--- src/rtl/ex_alu_stage.sv ---
// ex_alu_stage: execute-stage ALU feeding a 2-entry in-order output FIFO.
// The ALU result is computed in the accept cycle and stored with its flags,
// destination register and write enable. The oldest entry drives the outputs.
module ex_alu_stage #(
  parameter int DATA_W = 32
) (
  input  logic              clk,
  input  logic              rst,
  input  logic              flush,
  input  logic              in_valid,
  output logic              in_ready,
  input  logic [3:0]        alu_control,
  input  logic [DATA_W-1:0] src_a,
  input  logic [DATA_W-1:0] src_b,
  input  logic [4:0]        rd_addr,
  input  logic              reg_write,
  output logic              out_valid,
  input  logic              out_ready,
  output logic [DATA_W-1:0] result,
  output logic              zero,
  output logic              overflow,
  output logic              illegal_op,
  output logic [4:0]        out_rd_addr,
  output logic              out_reg_write
);

  localparam int MSB = DATA_W - 1;

  typedef enum logic [3:0] {
    OP_AND = 4'b0000,
    OP_OR  = 4'b0001,
    OP_ADD = 4'b0010,
    OP_SUB = 4'b0110,
    OP_SLT = 4'b0111,
    OP_NOR = 4'b1100
  } alu_op_e;

  typedef struct packed {
    logic [DATA_W-1:0] result;
    logic              overflow;
    logic              illegal_op;
    logic [4:0]        rd_addr;
    logic              reg_write;
  } entry_t;

  logic [DATA_W-1:0] sum;
  logic [DATA_W-1:0] diff;
  entry_t            alu_entry;

  entry_t     mem_q [2];
  entry_t     mem_d [2];
  logic       rd_ptr_q, rd_ptr_d;
  logic       wr_ptr_q, wr_ptr_d;
  logic [1:0] count_q, count_d;
  logic       push;
  logic       pop;
  entry_t     head;

  // ALU: decode the op code and build the entry to be stored on accept.
  // NOTE: combinational blocks use blocking '=' and assign every output a
  // default first, so no path leaves a value unassigned and no latch appears.
  always_comb begin
    sum       = src_a + src_b;
    diff      = src_a - src_b;
    alu_entry = '0;
    alu_entry.rd_addr = rd_addr;
    case (alu_op_e'(alu_control))
      OP_AND: alu_entry.result = src_a & src_b;
      OP_OR:  alu_entry.result = src_a | src_b;
      OP_NOR: alu_entry.result = ~(src_a | src_b);
      OP_ADD: begin
        alu_entry.result   = sum;
        alu_entry.overflow = (src_a[MSB] == src_b[MSB]) && (sum[MSB] != src_a[MSB]);
      end
      OP_SUB: begin
        alu_entry.result   = diff;
        alu_entry.overflow = (src_a[MSB] != src_b[MSB]) && (diff[MSB] != src_a[MSB]);
      end
      // True signed compare, so a wrapping subtraction cannot flip the answer.
      OP_SLT: alu_entry.result = {{(DATA_W-1){1'b0}}, ($signed(src_a) < $signed(src_b))};
      default: alu_entry.illegal_op = 1'b1;
    endcase
    // Never let a faulting op update the register file.
    alu_entry.reg_write = reg_write && !alu_entry.overflow && !alu_entry.illegal_op;
  end

  assign in_ready = (count_q != 2'd2);
  assign push     = in_valid && in_ready;
  assign pop      = out_valid && out_ready;

  // FIFO next state: flush discards everything, including this cycle's offer.
  always_comb begin
    mem_d    = mem_q;
    rd_ptr_d = rd_ptr_q;
    wr_ptr_d = wr_ptr_q;
    count_d  = count_q;
    if (flush) begin
      rd_ptr_d = 1'b0;
      wr_ptr_d = 1'b0;
      count_d  = 2'd0;
    end else begin
      if (push) begin
        mem_d[wr_ptr_q] = alu_entry;
        wr_ptr_d        = ~wr_ptr_q;
      end
      if (pop) begin
        rd_ptr_d = ~rd_ptr_q;
      end
      case ({push, pop})
        2'b10:   count_d = count_q + 2'd1;
        2'b01:   count_d = count_q - 2'd1;
        default: count_d = count_q;
      endcase
    end
  end

  // Control state: reset wins over flush, accept and retire.
  // NOTE: sequential blocks use non-blocking '<=' so every flop samples
  // pre-edge values regardless of statement order.
  always_ff @(posedge clk) begin
    if (rst) begin
      rd_ptr_q <= 1'b0;
      wr_ptr_q <= 1'b0;
      count_q  <= 2'd0;
    end else begin
      rd_ptr_q <= rd_ptr_d;
      wr_ptr_q <= wr_ptr_d;
      count_q  <= count_d;
    end
  end

  // Entry storage.
  // NOTE: storage is deliberately not reset; an entry is only visible once
  // count_q says it was written, and empty outputs are forced to zero below.
  always_ff @(posedge clk) begin
    mem_q <= mem_d;
  end

  // Output view of the head entry, zeroed whenever the FIFO is empty.
  always_comb begin
    head          = mem_q[rd_ptr_q];
    out_valid     = (count_q != 2'd0);
    result        = '0;
    zero          = 1'b0;
    overflow      = 1'b0;
    illegal_op    = 1'b0;
    out_rd_addr   = '0;
    out_reg_write = 1'b0;
    if (out_valid) begin
      result        = head.result;
      zero          = (head.result == '0);
      overflow      = head.overflow;
      illegal_op    = head.illegal_op;
      out_rd_addr   = head.rd_addr;
      out_reg_write = head.reg_write;
    end
  end

endmodule

--- config.mk ---
export PLATFORM = sky130hd
export DESIGN_NAME = ex_alu_stage
export DESIGN_NICKNAME = d
export VERILOG_FILES = /design/src/rtl/ex_alu_stage.sv
export SDC_FILE = /design/constraint.sdc
export NUM_CORES = 1
export LEC_CHECK = 0
export ABC_AREA = 1
export CAP_MARGIN = 20
export CORE_MARGIN = 4
export CORE_UTILIZATION = 40
export CTS_BUF_LIST = sky130_fd_sc_hd__clkbuf_8 sky130_fd_sc_hd__clkbuf_16
export DETAILED_ROUTE_END_ITERATION = 12
export GPL_TIMING_DRIVEN = 1
export PLACE_DENSITY = 0.58
export SETUP_SLACK_MARGIN = 0.3
export SYNTH_ARGS = -nofsm -noshare
export SYNTH_HDL_FRONTEND = slang
export SYNTH_SLANG_ARGS = --single-unit
--- constraint.sdc ---
create_clock -name clk -period 7.1 [get_ports clk]
set_input_delay 1.065 -clock clk [delete_from_list [all_inputs] [get_ports clk]]
set_output_delay 1.065 -clock clk [all_outputs]
set_load 0.02 [all_outputs]
==> reports/qor.yml <==
status:
  run_status: "completed"
clock_tree:
  tritoncts_buffer_count: 9
  h_tree_depth: 3
  worst_setup_hold_path_clk_slew_ps: 60
  cts_resized: 0
  cts_tree: "built"
  buffer_cell_driving_the_clock_tree_root: "clkbuf_16"
  post-cts-setup-buffer-count: 0
  worstSkewPairLatency_ps: 340
  tritoncts_num_sinks: 84
  max-clock-path-buffers: 2
  cts_hold_buffers: 0
timing:
  final-setup-viol-count: 0
  timing.final.max_slew_violations: 0
  fmaxAchievable_mhz: 211.1
  final_hold_viol_count: 0
  maxSlewHeadroom: 0.2379
  fin_ws_ps: 2363
  post-route-min-period_ps: 4737
  worst_clock_skew_ps: 8.806
  period_share: 0.6672
  worst_pin_slew_ps: 1142
  timing.setup.tns_ps: 0
  rsz0062_at_grt: "no"
worst_setup_path:
  critPathSlowestCell: "dfxtp_2"
  required_time_at_the_endpoint_of_the_critical_path_ps: 6030
  crit_chain: "inv_1 > o21ai_0 > nand3_1 > nor3_1 > nand3_1 > nor4_2 > clkdlybuf4s50_1"
  regToRegEndpoint: "rd_ptr_q"
  delay_of_the_slowest_critical_path_stage_ps: 1020
  worstRegToRegCells: 3
  cp_max_fo: 41
  critPathCaptureType: "primary output"
  setup.worst_path.class: "reg2out"
  cp-start-kind: "flop"
  worst_path_dominant_cell_family: "buffers and inverters"
  r2r_setup_slack_ps: 5020
  critical_path.most_common_cell: "nand3_1"
  cp_data_arrival_time_ps: 3670
  regToRegStartpoint: "rd_ptr_q"
  timing.critical_path.buf_inv: 2
floorplan:
  die_width_um: 163.1
  chipHeight_um: 163.1
  design.die.area_mm2: 0.02659
  floorplan.rows: 56
  initial_core_util: 0.4085
  design.portCount: 122
  floorplan.core_area_mm2: 0.02354
logic_synthesis:
  ys_seq_area_frac: 0.2581
  synth_warn: 0
  synth_area_per_cell_um2: 6.637
  synth_enable_flop_cells: 80
  post_synth_most_frequent_cells: "nand2_1 (355), inv_1 (253), nor2_1 (153), nand3_1 (136), ha_1 (105)"
  synth_flop_cell: "edfxtp_1"
  postSynthRegisterBits: 84
  post-synth-top-area-cell: "edfxtp_1"
  synthTopCellsByArea: "edfxtp_1 (25%), nand2_1 (14%), ha_1 (14%)"
  synthesis.nets: 1635
  synth_cell_type_count: 45
  netlist_instances: 1449
  synth.most_common_cell: "nand2_1"
  async_reset_ff_frac: 0
  netlist.area_leader.share: 0.2498
  synth_area_mm2: 0.009617
layout:
  layout_area_growth_over_synthesis_pct: 18.44
  antennaDiodeCount: 0
  layout_cell_share_with_drive_strength_beyond_1: 0.04404
  layout.nets: 1725
  final_core_utilization: 0.4838
  finalNonFillerCells: 1863
global_route:
  grt_antenna_before_repair: 0
  grt_pass1_vias: 9101
  global_route.overflow_total: 0
  grt.total_usage: 0.2358
  wire_length_of_the_first_global_routing_pass_mm: 48.88
  grt_max_degree: 42
min_path:
  holdCritPathClass: "reg2reg"
  number_of_instances_on_the_worst_hold_path: 2
  min_to: "count_q[0]"
  worst_hold_startpoint: "count_q[0]"
drt:
  drc_errors: 0
  num_vias: 9724
  routed_wirelength_mm: 31.98
  wl_per_cell_um: 17.17
  final_antenna_net_count: 0
  post_drt_via_cell_ratio: 5.220
  detailedRoute.firstPassIterationCount: 6
  initial_detailed_routing_violation_count: 856
place:
  detailedPlace.worstSlack_ps: 2651
  gp_routability_congestion: 0.9563
  io_buffer_count: 121
  post-dp-hpwl_mm: 26.20
  dpl.cell_count: 1847
pwr:
  p_leak_nw: 5.435
  power-per-cell-area_mw_per_mm2: 145.7
  max_ir_drop_vdd_v: 0.0001419
run:
  max_cap_violations: 0
-- area by class of cell --
cell class                 count  area [um2]
sequential                    84        2484
multi-input combinational   1061        5951
fill                        2520       12150
clock inverter                 7       97.59
clock buffer                   9       225.2
tap                          319       399.1
timing repair buffer         126        1269
inverter                     257       964.7
-- tightest hold or removal path, cell delays in order, from the launching register on --
cell and delay (ps):
dfxtp_1 330, nand2_1 70, a21oi_1 60
-- metrics by stage --
| step | cell area, um2 | total power, mW | hold slack [ps] |
|---|---|---|---|
| finish | 11390 | 1.660 | 501.8 |
| global route | 11390 | 1.753 | 542.7 |
| CTS | 11390 | 1.662 | 512.4 |
| detailed placement | 11070 | 1.162 | 502.2 |
| global placement | 11040 | 1.155 | 480.8 |
| floorplan | 9617 | 0.9558 | 460.0 |
-- metal layers --
| layer | global-route usage | vias up | part of all wire |
|---|---|---|---|
| met5 | 0 | - | 0 |
| met4 | 0.05986 | 0 | 0.022 |
| met3 | 0.03583 | 49 | 0.072 |
| met2 | 0.3808 | 352 | 0.45 |
| met1 | 0.3322 | 4431 | 0.46 |
| li1 | - | 4892 | - |
-- sequential cells by signal (all words and copies together) (netlist names) --
register,flops
rd_ptr_q,1
wr_ptr_q,1
mem_q,80
count_q,2
-- kinds of logic after synthesis --
family | share of synthesized area
compound gates | 0.1240
flops | 0.2581
fa+ha+maj | 0.1408
simple gates | 0.3266
buf+inv | 0.1249
mux | 0.02290
xor+xnor | 0.002733
-- worst max path at each step --
stage               slack [ps]        to  depth (start not counted)     start
global placement          2710      zero                          7  rd_ptr_q
CTS                       2280      zero                          7  rd_ptr_q
global route              2070      zero                          7  rd_ptr_q
floorplan                 2690  mem_q[0]                          2  in_valid
finish                    2360      zero                          7  rd_ptr_q
detailed placement        2650      zero                          7  rd_ptr_q
-- cell usage in the layout (no fill, tap or decap), drive strengths merged, types with 2 or more instances in the layout --
cell type | synthesis | layout
edfxtp | 80 | 80
dfxtp | 4 | 4
mux2i | 22 | 22
buf | 28 | 5
o211ai | 4 | 4
nor2 | 165 | 165
clkbuf | 19 | 9
a21oi | 90 | 90
nand3b | 2 | 2
bufinv | 0 | 2
and2 | 2 | 2
nor3 | 20 | 20
o21bai | 13 | 13
ha | 105 | 105
o311ai | 2 | 2
and3 | 2 | 2
inv | 257 | 259
clkinv | 0 | 2
fa | 2 | 2
clkdlybuf4s50 | 0 | 121
xor2 | 3 | 3
or2 | 8 | 8
nand3 | 138 | 138
nand2 | 364 | 364
nand4 | 27 | 27
a221oi | 29 | 29
nor4 | 4 | 4
o21ai | 55 | 55
-- power breakdown --
group | internal [mW] | switching (mW) | total (mW)
logic | 0.201 | 0.388 | 0.589
registers | 0.566 | 0.00592 | 0.572
clock network | 0.310 | 0.189 | 0.499
total | 1.08 | 0.583 | 1.66
Power figures use the tool's default switching activity.
